[src/rtl/io_bus_fabric.sv]
// rtl/io_bus_fabric.sv - CPU data-bus fabric: RAM, slot-indexed peripherals, error register
// Optional ack timeout enabled by defining IO_BUS_FABRIC_TIMEOUT_EN.
module io_bus_fabric #(
    parameter int          NUM_SLOTS      = 8,
    parameter int          SLOT_BITS      = 4,
    parameter logic [15:0] IO_BASE        = 16'h1000,
    parameter logic [15:0] RAM_TOP        = 16'h07FF,
    parameter int          TIMEOUT_CYCLES = 15
) (
    input  logic                   clk,
    input  logic                   rst,
    input  logic [15:0]            address,
    input  logic [7:0]             din,
    input  logic                   w_en,
    input  logic                   r_en,
    output logic [7:0]             dout,
    output logic                   ready,
    output logic                   bus_err,
    output logic [10:0]            ram_addr,
    output logic                   ram_w_en,
    output logic                   ram_r_en,
    input  logic [7:0]             ram_dout,
    output logic [SLOT_BITS-1:0]   slot_addr,
    output logic [7:0]             slot_din,
    output logic [NUM_SLOTS-1:0]   slot_sel,
    output logic                   slot_w_en,
    output logic                   slot_r_en,
    input  logic [8*NUM_SLOTS-1:0] slot_dout,
    input  logic [NUM_SLOTS-1:0]   slot_ack
);

    localparam logic [15:0] ERR_ADDR = IO_BASE + 16'h00FF;

    typedef enum logic [1:0] {IDLE, RAM_RESP, IO_WAIT, RESP} state_e;

    state_e                 state_q;
    logic [7:0]             rdata_q;
    logic                   unmapped_q;
    logic                   timeout_q;
    logic [NUM_SLOTS-1:0]   sel_q;
    logic                   slot_w_en_q;
    logic                   slot_r_en_q;
    logic [SLOT_BITS-1:0]   slot_addr_q;
    logic [7:0]             slot_din_q;

    logic [15:0]            io_off;
    logic [15:0]            slot_idx;
    logic                   hit_ram;
    logic                   hit_err;
    logic                   hit_slot;
    logic [NUM_SLOTS-1:0]   sel_d;
    logic                   ack_hit;
    logic [7:0]             ack_data;

    assign io_off   = address - IO_BASE;
    assign slot_idx = io_off >> SLOT_BITS;
    assign hit_ram  = (address <= RAM_TOP);
    assign hit_err  = (address == ERR_ADDR);
    assign hit_slot = (address >= IO_BASE) && (slot_idx < 16'(NUM_SLOTS)) && !hit_err;

    // Acks and data from slots other than the latched one are masked off.
    always_comb begin
        sel_d    = '0;
        ack_data = 8'h00;
        for (int k = 0; k < NUM_SLOTS; k++) begin
            sel_d[k] = (slot_idx == 16'(k));
            if (sel_q[k]) begin
                ack_data = ack_data | slot_dout[8*k +: 8];
            end
        end
    end

    assign ack_hit = |(slot_ack & sel_q);

    assign ram_addr  = address[10:0];
    assign ram_w_en  = rst && (state_q == IDLE) && hit_ram && w_en;
    assign ram_r_en  = rst && (state_q == IDLE) && hit_ram && r_en && !w_en;
    assign slot_addr = slot_addr_q;
    assign slot_din  = slot_din_q;
    assign slot_sel  = sel_q;
    assign slot_w_en = slot_w_en_q;
    assign slot_r_en = slot_r_en_q;
    assign ready     = (state_q == RAM_RESP) || (state_q == RESP);
    assign bus_err   = unmapped_q | timeout_q;

    always_comb begin
        dout = 8'h00;
        case (state_q)
            RAM_RESP: dout = ram_dout;
            RESP:     dout = rdata_q;
            default:  dout = 8'h00;
        endcase
    end

`ifdef IO_BUS_FABRIC_TIMEOUT_EN
    logic [7:0] tmo_cnt_q;
`else
    logic unused_tmo;
    assign unused_tmo = (TIMEOUT_CYCLES == 0);
`endif

    always_ff @(posedge clk or negedge rst) begin
        if (!rst) begin
            state_q     <= IDLE;
            rdata_q     <= 8'h00;
            unmapped_q  <= 1'b0;
            timeout_q   <= 1'b0;
            sel_q       <= '0;
            slot_w_en_q <= 1'b0;
            slot_r_en_q <= 1'b0;
            slot_addr_q <= '0;
            slot_din_q  <= 8'h00;
`ifdef IO_BUS_FABRIC_TIMEOUT_EN
            tmo_cnt_q   <= 8'd0;
`endif
        end else begin
            slot_w_en_q <= 1'b0;
            slot_r_en_q <= 1'b0;
            case (state_q)
                IDLE: begin
                    if (w_en || r_en) begin
                        if (hit_ram) begin
                            state_q <= RAM_RESP;
                        end else if (hit_err) begin
                            if (w_en) begin
                                unmapped_q <= 1'b0;
                                timeout_q  <= 1'b0;
                            end else begin
                                rdata_q <= {6'b0, timeout_q, unmapped_q};
                            end
                            state_q <= RESP;
                        end else if (hit_slot) begin
                            sel_q       <= sel_d;
                            slot_w_en_q <= w_en;
                            slot_r_en_q <= !w_en;
                            slot_addr_q <= io_off[SLOT_BITS-1:0];
                            slot_din_q  <= din;
`ifdef IO_BUS_FABRIC_TIMEOUT_EN
                            tmo_cnt_q   <= 8'd0;
`endif
                            state_q     <= IO_WAIT;
                        end else begin
                            unmapped_q <= 1'b1;
                            rdata_q    <= 8'h00;
                            state_q    <= RESP;
                        end
                    end
                end
                IO_WAIT: begin
                    // An ack arriving on the final counted cycle still beats the timeout.
                    if (ack_hit) begin
                        rdata_q <= ack_data;
                        sel_q   <= '0;
                        state_q <= RESP;
                    end
`ifdef IO_BUS_FABRIC_TIMEOUT_EN
                    else if (tmo_cnt_q + 8'd1 == 8'(TIMEOUT_CYCLES)) begin
                        timeout_q <= 1'b1;
                        rdata_q   <= 8'hFF;
                        sel_q     <= '0;
                        state_q   <= RESP;
                    end else begin
                        tmo_cnt_q <= tmo_cnt_q + 8'd1;
                    end
`endif
                end
                RAM_RESP: state_q <= IDLE;
                RESP:     state_q <= IDLE;
                default:  state_q <= IDLE;
            endcase
        end
    end

endmodule

[config.mk]
export PLATFORM = sky130hd
export DESIGN_NAME = io_bus_fabric
export DESIGN_NICKNAME = d
export VERILOG_FILES = /design/src/rtl/io_bus_fabric.sv
export SDC_FILE = /design/constraint.sdc
export NUM_CORES = 1
export LEC_CHECK = 0
export CAP_MARGIN = 40
export CELL_PAD_IN_SITES_DETAIL_PLACEMENT = 1
export CELL_PAD_IN_SITES_GLOBAL_PLACEMENT = 1
export CORE_ASPECT_RATIO = 1.75
export CORE_MARGIN = 3
export CORE_UTILIZATION = 22
export CTS_BUF_LIST = sky130_fd_sc_hd__clkbuf_16
export DETAILED_ROUTE_END_ITERATION = 7
export HOLD_SLACK_MARGIN = 0.06
export PLACE_DENSITY = 0.76
export SYNTH_ARGS = -nofsm -noshare
export SYNTH_HDL_FRONTEND = slang
export SYNTH_SLANG_ARGS = --single-unit
export TNS_END_PERCENT = 10
[constraint.sdc]
create_clock -name clk -period 1.8 [get_ports clk]
set_input_delay 0.36 -clock clk [delete_from_list [all_inputs] [get_ports clk]]
set_output_delay 0.36 -clock clk [all_outputs]
set_load 0.1 [all_outputs]
# --- After elaboration in Yosys (flattened, before gate mapping) ---
# Cells that the tools add are included.
word_totals:
  word_cells: 104
  out_inout_bits: 45
  reg_bits: 33
  inputBits: 108
classes:
  muxes: 41
  n_lt_le_gt_ge: 3
  n_eq_ne: 20
  add_sub_neg: 1
  n_reduce_logical: 21
  n_bitwise: 10
op_table:
  columns: ["op", "n"]
  rows:
  - ["2-to-1 mux 8 bit", 19]
  - ["OR 8 bit", 7]
  - ["equality test 12 x 3 -> 1 bit (second input constant)", 4]
  - ["case mux 8 bit (2 select lines)", 3]
  - ["equality test 12 x 2 -> 1 bit (second input constant)", 2]
  - ["equality test 16 x 13 -> 1 bit (second input constant)", 1]
  - [">= comparator 16 x 13 -> 1 bit (second input constant)", 1]
  - ["less-or-equal comparator 16 x 11 -> 1 bit (second input constant)", 1]
  - ["zero test 16 bit", 1]
  - ["subtractor 16 x 13 -> 16 bit (second input constant)", 1]
  - ["2-to-1 mux 1 bit", 15]
  - ["equality test 12 x 1 -> 1 bit (second input constant)", 1]
  - ["< comparator 12 x 4 -> 1 bit (second input constant)", 1]
  - ["!= test 2 bit (second input constant)", 6]
  - ["AND reduction 6 bit", 2]
  - ["AND reduction 5 bit", 2]
  - ["AND 8 bit", 1]
  - ["OR reduction 8 bit", 1]
  - ["logical AND 1 bit", 7]
  - ["2-to-1 mux 2 bit", 3]
  - ["!= test 3 bit (second input constant)", 2]
  - ["case mux 2 bit (3 select lines)", 1]
  - ["equality test 2 bit (second input constant)", 2]
  - ["equality test 2 x 1 -> 1 bit (second input constant)", 1]
  - ["other kinds (8)", 11]

# --- Longest topological paths before layout ---
# Gate-level depths: netlist of the first run.
depth:
  word_depth: 17
  ltp_mapped: 7
  depth_no_buf: 5

# --- Least setup slack after synthesis of the first run ---
# No wires, ideal clock.
synth_path:
  path_type: "register to output"
  start: "reg state_q[1]"
  end: "out dout[0]"
  slack_ns: -0.827
  stages_incl_launch_ff: 4
  t_required_ns: 1.440
  t_arrival_ns: 2.267
  path_cell_list: "dfrtp_1 -> buf_1 -> mux2i_1 -> nor2b_1"
synth_between:
  elab_chain_len: 2
  elab_cells_between_ends: 3
  cone_classes: "eq/ne (2); mux (1)"
synth_lines:
  columns: ["item", "line", "source"]
  rows:
  - ["from (decl)", "36", "state_e state_q;"]
  - ["from (signal assigned)", "104", "state_q <= IDLE;"]
  - ["from (signal assigned)", "123", "state_q <= RAM_RESP;"]
  - ["from (signal assigned)", "131", "state_q <= RESP;"]
  - ["equality test 2 bit or equality test 2 x 1 -> 1 bit (tied branches)", "88", "case (state_q)"]
  - ["case mux 8 bit (2 select lines) (*)", "88", null]
  - ["to (decl)", "16", "output logic [7:0] dout,"]
# Every way passes the cells marked *; elsewhere a longest branch is shown, timed or not.

# --- Worst setup path after layout of the first run ---
layout_path:
  start: "in address[14]"
  end: "out ram_r_en"
layout_between:
  elab_chain_len: 4
layout_lines:
  columns: ["item", "line", "source"]
  rows:
  - ["from (decl)", "12", "input logic [15:0] address,"]
  - ["less-or-equal comparator 16 x 11 -> 1 bit", "57", "assign hit_ram = (address <= RAM_TOP);"]
  - ["logical AND 1 bit (3 in series)", "77", "assign ram_r_en = rst && (state_q == IDLE) && hit_ram && r_en && !w_en;"]
  - ["to (decl)", "21", "output logic ram_r_en,"]
# No other way between the ends.

==> out/results.tsv, run 1 <==
stage	metric	value	unit
outcome	status	complete, but fails checks	
outcome	failing checks	negative setup slack	
grt	GRT overflow	0	
final_layout	Core Util, Final	51.57	%
critical_path	Register-to-Register Path Depth	4	
cts	TritonCTS clock tree	built	
synth	Syn Inst Count	199	
critical_path	Worst Path Required	1.44	ns
routing	WL met1	3.030	mm
hold_path	worst hold-check path type	in2async	
synth	top_reg_cell synth	dfrtp_1	
cts	Clk Latency, worst-skew pair	0.28	ns
synth	Netlist cell types	39	
critical_path	Critical Path AT	1.62	ns
synth	Yosys warning count	0	
critical_path	worst r2r dst	slot_addr[1]	
cts	H-tree depth	2	
synth	asr flop ratio synth	100.0	%
power	static leakage	1.958	nW
sta	Final Max Slew Viols	0	
critical_path	critical path capture point type	output port	
final_layout	share of layout cells above drive strength 1	41.40	%
critical_path	Setup crit start	address[14]	
sta	Max Fclk	0.5062	GHz
cts	CTS Buf Count	5	
critical_path	Reg2Reg Launch Point	state_q[1]	
cts	CTS max path bufs	2	
floorplan	Die Span X	79.30	um
critical_path	slowest stage cell, crit path	or4_4	
sta	Final Cycle Share	109.7	%
run	Max-Cap Viols	0	
grt	initial antenna violation count	0	
sta	final hold violation count	0	
sta	Worst slew margin	66.23	%
cts	clock sinks	33	
final_layout	Final nets	479	
routing	vias post-DR	2353	
final_layout	Fillers	972	
synth	Mapped Nets	307	
routing	Max Used Layer	met4	
sta	clock skew	0.005308	ns
routing	violation count after the first detailed-route iteration	40	
cts	Clock transition at path regs	0.05	ns
critical_path	Crit path largest cell delay	0.56	ns
final_layout	ant diodes	0	
synth	post-synthesis sequential area ratio	39.93	%
sta	RSZ-0062 raised after global routing	true	
routing	DR WL met2	5.350	mm
routing	first-pass iteration count of the detailed router	4	
power	Max rail drop VDD	0.3470	mV
synth	Avg Inst Size Synth	10.39	um^2
routing	Post-DRT Antenna Nets	0	
routing	number of vias per cell	4.783	
floorplan	area of the die	10650	um^2
placed_design	IO buf count	152	
synth	EDFF count, synth	0	
floorplan	Initial Util	22.74	%
synth	post-synthesis register bit count	33	
placed_design	Final GP Congestion	0.7282	
sta	final count of negative-setup-slack endpoints	28	
sta	Final WS setup	-0.1755	ns
sta	Final min period	1.975	ns
critical_path	critical path fanouts, max	3	
routing	Post-route DRC	0	
sta	Worst-Margin Slew	0.5047	ns
grt	number of global-route vias before repair	2709	
floorplan	Die Y	134.3	um
synth	cell area after synthesis	2068	um^2
final_layout	Layout Area Growth over Synthesis	126.7	%
critical_path	worst path cell trace	buf_6, or4_4, nor3_4, and4_4, buf_12	
placed_design	post-DP HPWL	7.673	mm
grt	largest net degree at the start of global routing	34	
cts	root buffer cell	clkbuf_16	
floorplan	I/O pin count	153	
placed_design	pre-CTS setup slack	-0.7473	ns
critical_path	critical path type	in2out	
grt	Tot GR Track Use	17.15	%
floorplan	Rows	46	
floorplan	Core Area	9094	um^2
routing	WL/cell	18.63	um
critical_path	r2r setup slk	-0.01	ns
power	PwrDens	461.7	nW/um^2
routing	wirelength, routed	9.164	mm
critical_path	critical path startpoint category	primary input	
routing	WL met3	611	um
grt	global-route wire length before repair	13.94	mm
-- cell type report --
| type | instances | area (um^2) | area share, % |
|---|---|---|---|
| repair buffers | 190 | 2250 | 47.97 |
| multi-input cells | 138 | 1280 | 27.29 |
| flip-flops and latches | 33 | 835.8 | 17.82 |
| well taps | 120 | 150.1 | 3.202 |
| clock buffers | 5 | 125.1 | 2.668 |
| clock inverters | 3 | 37.54 | 0.8004 |
| inverters | 3 | 11.26 | 0.2401 |
-- metal layers --
layer	vias to the layer above	track usage [%]
met3	13	4.906
li1	1106	-
met5	-	0
met1	1129	16.25
met4	0	4.971
met2	105	34.29
-- critical path, delay by kind of cell --
kind	cells	cell delay [ns]
AND/OR/NAND/NOR	3	1.00
buffers and inverters	2	0.26
-- how the worst max path moves through the flow --
stage	end	depth (start not counted)	slack (ns)
2_1_floorplan	slot_addr[0]	4	-0.25
3_3_place_gp	slot_din[5]	4	-0.71
3_5_place_dp	slot_addr[1]	4	-0.75
4_1_cts	ram_r_en	5	-0.26
5_1_grt	slot_sel[2]	8	-0.22
6_report	ram_r_en	5	-0.18
-- layout by cell type, fill, tap and decap left out, types with 2 or more instances in the layout --
| cell type | n |
|---|---|
| a21oi_1 | 3 |
| a22o_1 | 7 |
| a22oi_1 | 36 |
| buf_12 | 45 |
| buf_2 | 4 |
| buf_4 | 36 |
| buf_6 | 6 |
| clkbuf_16 | 5 |
| clkdlybuf4s50_1 | 98 |
| dfrtp_1 | 25 |
| dfrtp_2 | 8 |
| inv_1 | 4 |
| mux2_2 | 6 |
| mux2_4 | 12 |
| mux2i_1 | 5 |
| mux2i_2 | 4 |
| nand2_1 | 3 |
| nand2b_1 | 2 |
| nand3b_1 | 2 |
| nand4_1 | 9 |
| nor2_1 | 5 |
| nor2b_4 | 8 |
| nor3_2 | 2 |
| nor3_4 | 3 |
| nor3b_2 | 4 |
| o21ai_0 | 4 |
| o21ai_1 | 2 |
| or4_4 | 2 |
-- cells in the mapped netlist (2+ instances only) --
cell type	count	share of area, %
a22oi_1	36	13
dfrtp_1	33	40
buf_4	11	4.0
clkbuf_1	10	1.8
mux2_4	10	7.3
mux2i_1	9	4.4
nand4_1	9	2.7
mux2_2	8	4.4
nor2b_1	8	2.4
a22o_1	7	3.0
o21ai_0	6	1.5
nor2_1	5	0.91
nor3b_1	5	1.8
nor3_1	4	0.97
a21oi_1	3	0.73
inv_1	3	0.54
nand2_1	3	0.54
buf_2	2	0.48
nand2b_1	2	0.60
nand3_1	2	0.48
nand3b_1	2	0.73
nor4_1	2	0.60
o31ai_1	2	0.73
o41ai_1	2	0.85
-- what timing repair did --
item / CTS / global route
setup endpoints to repair: 36 / 38
hold buffers: 0 / 0
setup buffers: 1 / 0
gates resized for setup: 41 / 12
pin swaps: 10 / 4
-- state kept, by name (all words and copies together), names as in the netlist --
signal / cells
state_q: 2
slot_sel: 8
slot_w_en: 1
rdata_q: 8
slot_r_en: 1
unmapped_q: 1
slot_din: 8
slot_addr: 4
-- report_power, final --
group          internal [mW]  switching (mW)  leakage, nW
clock network          0.642           0.309       0.0826
logic                  0.277           0.195         1.44
registers              0.742               0        0.437
total                   1.66           0.503         1.96
-- stage by stage --
| stage | power [mW] | hold slack (ns) | setup TNS (ns) | area, um^2 | cells |
|---|---|---|---|---|---|
| 2_1_floorplan | 0.8887 | 0.06441 | -5.843 | 2206 | 199 |
| 3_3_place_gp | 1.217 | 0.4264 | -21.13 | 4444 | 483 |
| 3_5_place_dp | 1.226 | 0.4452 | -22.70 | 4444 | 483 |
| 4_1_cts | 2.185 | 0.1449 | -3.537 | 4636 | 492 |
| 5_1_grt | 2.246 | 0.1572 | -4.139 | 4690 | 492 |
| 6_report | 2.165 | 0.1184 | -2.433 | 4690 | 492 |
-- cells by family (layout without fill, tap and decap cells) --
family	count (synthesis)	in the layout	share of synthesized area, %
compound gates	60	60	21.17
buf+inv	28	201	7.562
flops	33	33	39.93
mux	27	27	15.97
simple gates	51	51	15.37
Power figures use the tool's default switching activity.
==> run 2: changes to the inputs <==
SLEW_MARGIN = 20   (was not set)
==> results of run 2 <==
No change in the layout: final DEF, timing and power equal those of run 1.
==> run 3: changes to the inputs <==
PLACE_DENSITY = 0.78   (was 0.76)
==> out/results.tsv, run 3 (same netlist as run 1, synthesis figures left out) <==
stage	metric	value	unit	change
routing	first-pass iteration count of the detailed router	4		unchanged
grt	global-route wire length before repair	14.80	mm	+6.1%
final_layout	Post-Layout Cell Count	496		+0.81%
cts	H-tree depth	2		unchanged
power	static leakage	2.021	nW	+3.2%
sta	setup TNS	-2.617	ns	-0.1841 ns
run	Max-Cap Viols	0		unchanged
critical_path	slowest stage cell, crit path	or4_4		
routing	violation count after the first detailed-route iteration	55		+38%
placed_design	IO buf count	152		unchanged
sta	Final min period	1.993	ns	+0.01768 ns
sta	Final WS setup	-0.1932	ns	-0.01768 ns
floorplan	Initial Util	22.74	%	unchanged
critical_path	worst path cell trace	buf_6, or4_4, nor3_4, and4_4, buf_12		
sta	final count of negative-setup-slack endpoints	24		-14%
cts	root buffer cell	clkbuf_16		
routing	WL/cell	20.35	um	+9.2%
final_layout	Layout Area Growth over Synthesis	133.6	%	
floorplan	Die Span X	79.30	um	unchanged
placed_design	area of placed instances	4437	um^2	-0.17%
power	PwrDens	421.0	nW/um^2	-8.8%
cts	TritonCTS clock tree	built		
placed_design	Placed Cells	482		-0.21%
sta	clock skew	0.005278	ns	-0.00002959 ns
sta	Final Max Slew Viols	0		unchanged
sta	RSZ-0062 raised after global routing	true		
critical_path	Critical Path AT	1.63	ns	about the same
sta	Max Fclk	0.5017	GHz	-0.89%
hold_path	worst hold-check path type	in2async		
outcome	failing checks	negative setup slack		
cts	CTS max path bufs	2		unchanged
sta	Hold WS	0.1227	ns	+0.004332 ns
routing	Post-route DRC	0		unchanged
sta	Worst-Margin Slew	0.4397	ns	-0.06500 ns
cts	Clock transition at path regs	0.05	ns	about the same
placed_design	Final GP Congestion	0.7663		+5.2%
routing	number of vias per cell	4.883		+2.1%
cts	Clk Latency, worst-skew pair	0.28	ns	about the same
routing	wirelength, routed	10.09	mm	+10%
final_layout	share of layout cells above drive strength 1	46.54	%	+5.1 points
floorplan	I/O pin count	153		unchanged
routing	Post-DRT Antenna Nets	0		unchanged
critical_path	critical path type	in2out		
power	Max rail drop VDD	0.3131	mV	-9.8%
final_layout	ant diodes	0		unchanged
final_layout	most common cell after layout, fill and taps aside	clkdlybuf4s50_1		
sta	Final Cycle Share	110.7	%	+0.98 points
critical_path	Register-to-Register Path Depth	4		unchanged
grt	number of global-route vias before repair	2863		+5.7%
floorplan	area of the die	10650	um^2	unchanged
floorplan	Core Area	9094	um^2	unchanged
sta	final hold violation count	0		unchanged
cts	CTS Buf Count	5		unchanged
floorplan	Die Y	134.3	um	unchanged
grt	initial antenna violation count	0		unchanged
routing	vias post-DR	2422		+2.9%
critical_path	r2r setup slk	-0.11	ns	-0.10 ns
final_layout	most frequent cells in the layout	clkdlybuf4s50_1, buf_12, buf_4		
final_layout	Final nets	483		+0.84%
grt	Tot GR Track Use	18.36	%	+1.2 points
floorplan	Rows	46		unchanged
sta	Worst slew margin	70.69	%	+4.5 points
critical_path	Crit path largest cell delay	0.57	ns	about the same
grt	largest net degree at the start of global routing	34		unchanged
outcome	status	complete, but fails checks		
placed_design	post-DP HPWL	8.098	mm	+5.5%
cts	clock sinks	33		unchanged
critical_path	critical path capture point type	output port		
final_layout	fin area	4831	um^2	+3.0%
cts	hold-fix buffers at CTS	0		unchanged
critical_path	Worst Path Required	1.44	ns	about the same
grt	GRT overflow	0		unchanged
critical_path	critical path startpoint category	primary input		
critical_path	critical path fanouts, max	3		unchanged
## run 3: final cells by class
cell class	instances	area (um^2)
Clock buffer	5	125.1
Clock inverter	3	13.76
Fill cell	978	4263
Inverter	3	11.26
Multi-Input combinational cell	138	1391
Sequential cell	33	835.8
Tap cell	120	150.1
Timing Repair Buffer	194	2303
## run 3: stage by stage
stage	total power [mW]	util, %	setup WS, ns
2_1_floorplan	0.8887	-	-0.2495
3_5_place_dp	1.228	48.79	-0.8494
4_1_cts	2.044	51.57	-0.2495
3_3_place_gp	1.219	48.79	-0.7085
6_report	2.034	53.12	-0.1932
5_1_grt	2.110	53.12	-0.2562
## run 3: timing repair
| action | 4_1_cts | 5_1_grt |
|---|---|---|
| endpoints found under the hold margin | 0 | 0 |
| endpoints found under the setup margin | 42 | 36 |
| pin swaps | 9 | 9 |
| gates resized for setup | 57 | 26 |
| setup buffers | 2 | 4 |
## run 3: critical path, delay by kind of cell
kind                   cells  cell delay [ns]
buffers and inverters      2             0.26
and+or+nand+nor            3             1.01
## run 3: worst paths after layout
path / endpoint / startpoint
worst max register to register: slot_din[5] / state_q[1]
worst min register to register: rdata_q[7] / rdata_q[7]
min in group clk: slot_w_en / address[12]
worst min-delay path: slot_r_en / rst
max in group asynchronous: slot_sel[7] / rst
worst max-delay path: ram_r_en / address[15]
## run 3: routing by layer
layer  vias to the layer above  track usage (%)  wire, um
met5                         -                0         0
met3                        20            4.906       654
met2                       112            38.13      6127
li1                       1112                -         -
met4                         0            5.832       248
met1                      1178            16.10      3061
## run 3: power by group
part / leakage [nW] / internal [mW] / switching (mW) / total [mW]
Sequential: 0.437 / 0.743 / 0 / 0.743
Clock: 0.0748 / 0.501 / 0.305 / 0.806
Combinational: 1.51 / 0.282 / 0.203 / 0.485
==> RTL edit, RTL diff (settings of run 2) <==
Set the parameter `RAM_TOP` to 16'h0400 (it was 16'h07FF).
--- a/src/rtl/io_bus_fabric.sv
+++ b/src/rtl/io_bus_fabric.sv
@@ -4,7 +4,7 @@
     parameter int          NUM_SLOTS      = 8,
     parameter int          SLOT_BITS      = 4,
     parameter logic [15:0] IO_BASE        = 16'h1000,
-    parameter logic [15:0] RAM_TOP        = 16'h07FF,
+    parameter logic [15:0] RAM_TOP        = 16'h0400,
     parameter int          TIMEOUT_CYCLES = 15
 ) (
     input  logic                   clk,
Check against the original RTL: not equivalent (Yosys sat finds a counterexample within 4 cycles, from zero or initial values and one cycle with rst low).
==> RTL edit against run 2 <==
The run still ends with setup timing left; sequential cell count is the same; worst setup slack gained 0.14 ns; routed wire length grew 10%; total power shrank 5.8%; non-clock buffer count grew 8; synthesized area grew 5.9%; hold slack gained 0.067 ns; final area grew 3.5%; largest power group unchanged; highest routed layer unchanged.
==> RTL edit: results (changes against run 2) <==
Place
  – GP Congestion: 0.802 (+10%)
  – Post-DP HPWL: 8090 µm (+5.5%)

Run status
  – Outcome: complete, but fails checks
  – Violations in the final reports: setup timing

Pwr
  – VDD IR-drop max: 472 µV (+36%)
  – Power density cells: 420 mW/mm² (-9.0%)
  – Static leakage power: 0.00203 µW (+3.5%)
  – Proportion of power drawn by the clock network: 0.393 (-0.046)
  – Power attributed to combinational cells: 495 µW (+4.9%)

Drt
  – Via density per instance: 4.82 (+0.78%)
  – Wire length per cell: 19.8 µm (+6.3%)

Finish
  – Share of cells above drive strength 1: 0.456 (+0.0422)
  – Layout Nets: 495 (+3.3%)

Critical path
  – Delay of the slowest critical-path stage: 0.31 ns (-0.25 ns)
  – Worst Path Max Fanout: 2 (-1)
  – Cell count of the worst reg-to-reg path: 6 (+2)

Global routing
  – Routing usage on met2: 0.363 (+0.0200)
  – Met3 track demand over resource in global routing: 0.0417 (-0.00739)
  – Vias in the first global route: 2853 (+5.3%)
  – All-layer global routing usage: 0.180 (+0.00893)

Yosys
  – Synth top area share: 0.377 (-0.0223)
  – Portion of netlist area occupied by mux cells: 0.158 (-0.00209)

Timing
  – Final count of negative-setup-slack endpoints: 6 (-79%)
  – Post-route worst setup slack: -0.0305 ns (+0.145 ns)
  – Layout Skew: 0.00569 ns (+0.000380 ns)
[RTL edit: timing repair]
| item | CTS | global route |
|---|---|---|
| endpoints found under the hold margin | 0 | 0 |
| gates resized for setup | 72 | 14 |
| buffers inserted | 4 | 3 |
| setup endpoints to repair | 30 | 38 |
| pin swaps | 14 | 9 |
| hold buffers | 0 | 0 |
[RTL edit: per-stage QoR]
stage	setup WS [ns]	util	cells	hold WS (ns)
global placement	-0.521	0.475	496	0.475
global route	-0.125	0.506	510	0.217
detailed placement	-0.530	0.475	496	0.487
CTS	-0.0298	0.496	507	0.209
finish	-0.0305	0.506	510	0.185
floorplan	-0.217	-	206	0.0644
[RTL edit: layout make-up]
cell class | instances | area [µm²]
well taps | 122 | 153
flip-flops and latches | 33 | 856
clock inverters | 3 | 12.5
clock buffers | 5 | 125
repair buffers | 198 | 2340
multi-input cells | 139 | 1330
inverters | 10 | 37.5
fillers | 1002 | 4730
[RTL edit: worst reg2reg max path, cell delays in order, from the launching register on]
cell	delay, ns
sky130_fd_sc_hd__dfrtp_4	0.46
sky130_fd_sc_hd__a22o_1	0.22
sky130_fd_sc_hd__a221oi_2	0.24
sky130_fd_sc_hd__a31o_4	0.24
sky130_fd_sc_hd__a22oi_4	0.06
sky130_fd_sc_hd__buf_12	0.16
sky130_fd_sc_hd__mux2_4	0.30
[RTL edit: final timing paths]
check	from	endpoint	slack (ns)
max in group asynchronous	rst	slot_sel[7]	1.26
min in group clk	address[2]	slot_addr[2]	0.46
setup / recovery	address[11]	ram_w_en	-0.03
hold reg to reg	state_q[0]	state_q[1]	0.50
hold / removal	rst	slot_din[3]	0.19
setup reg to reg	slot_sel[0]	slot_sel[2]	-0.01
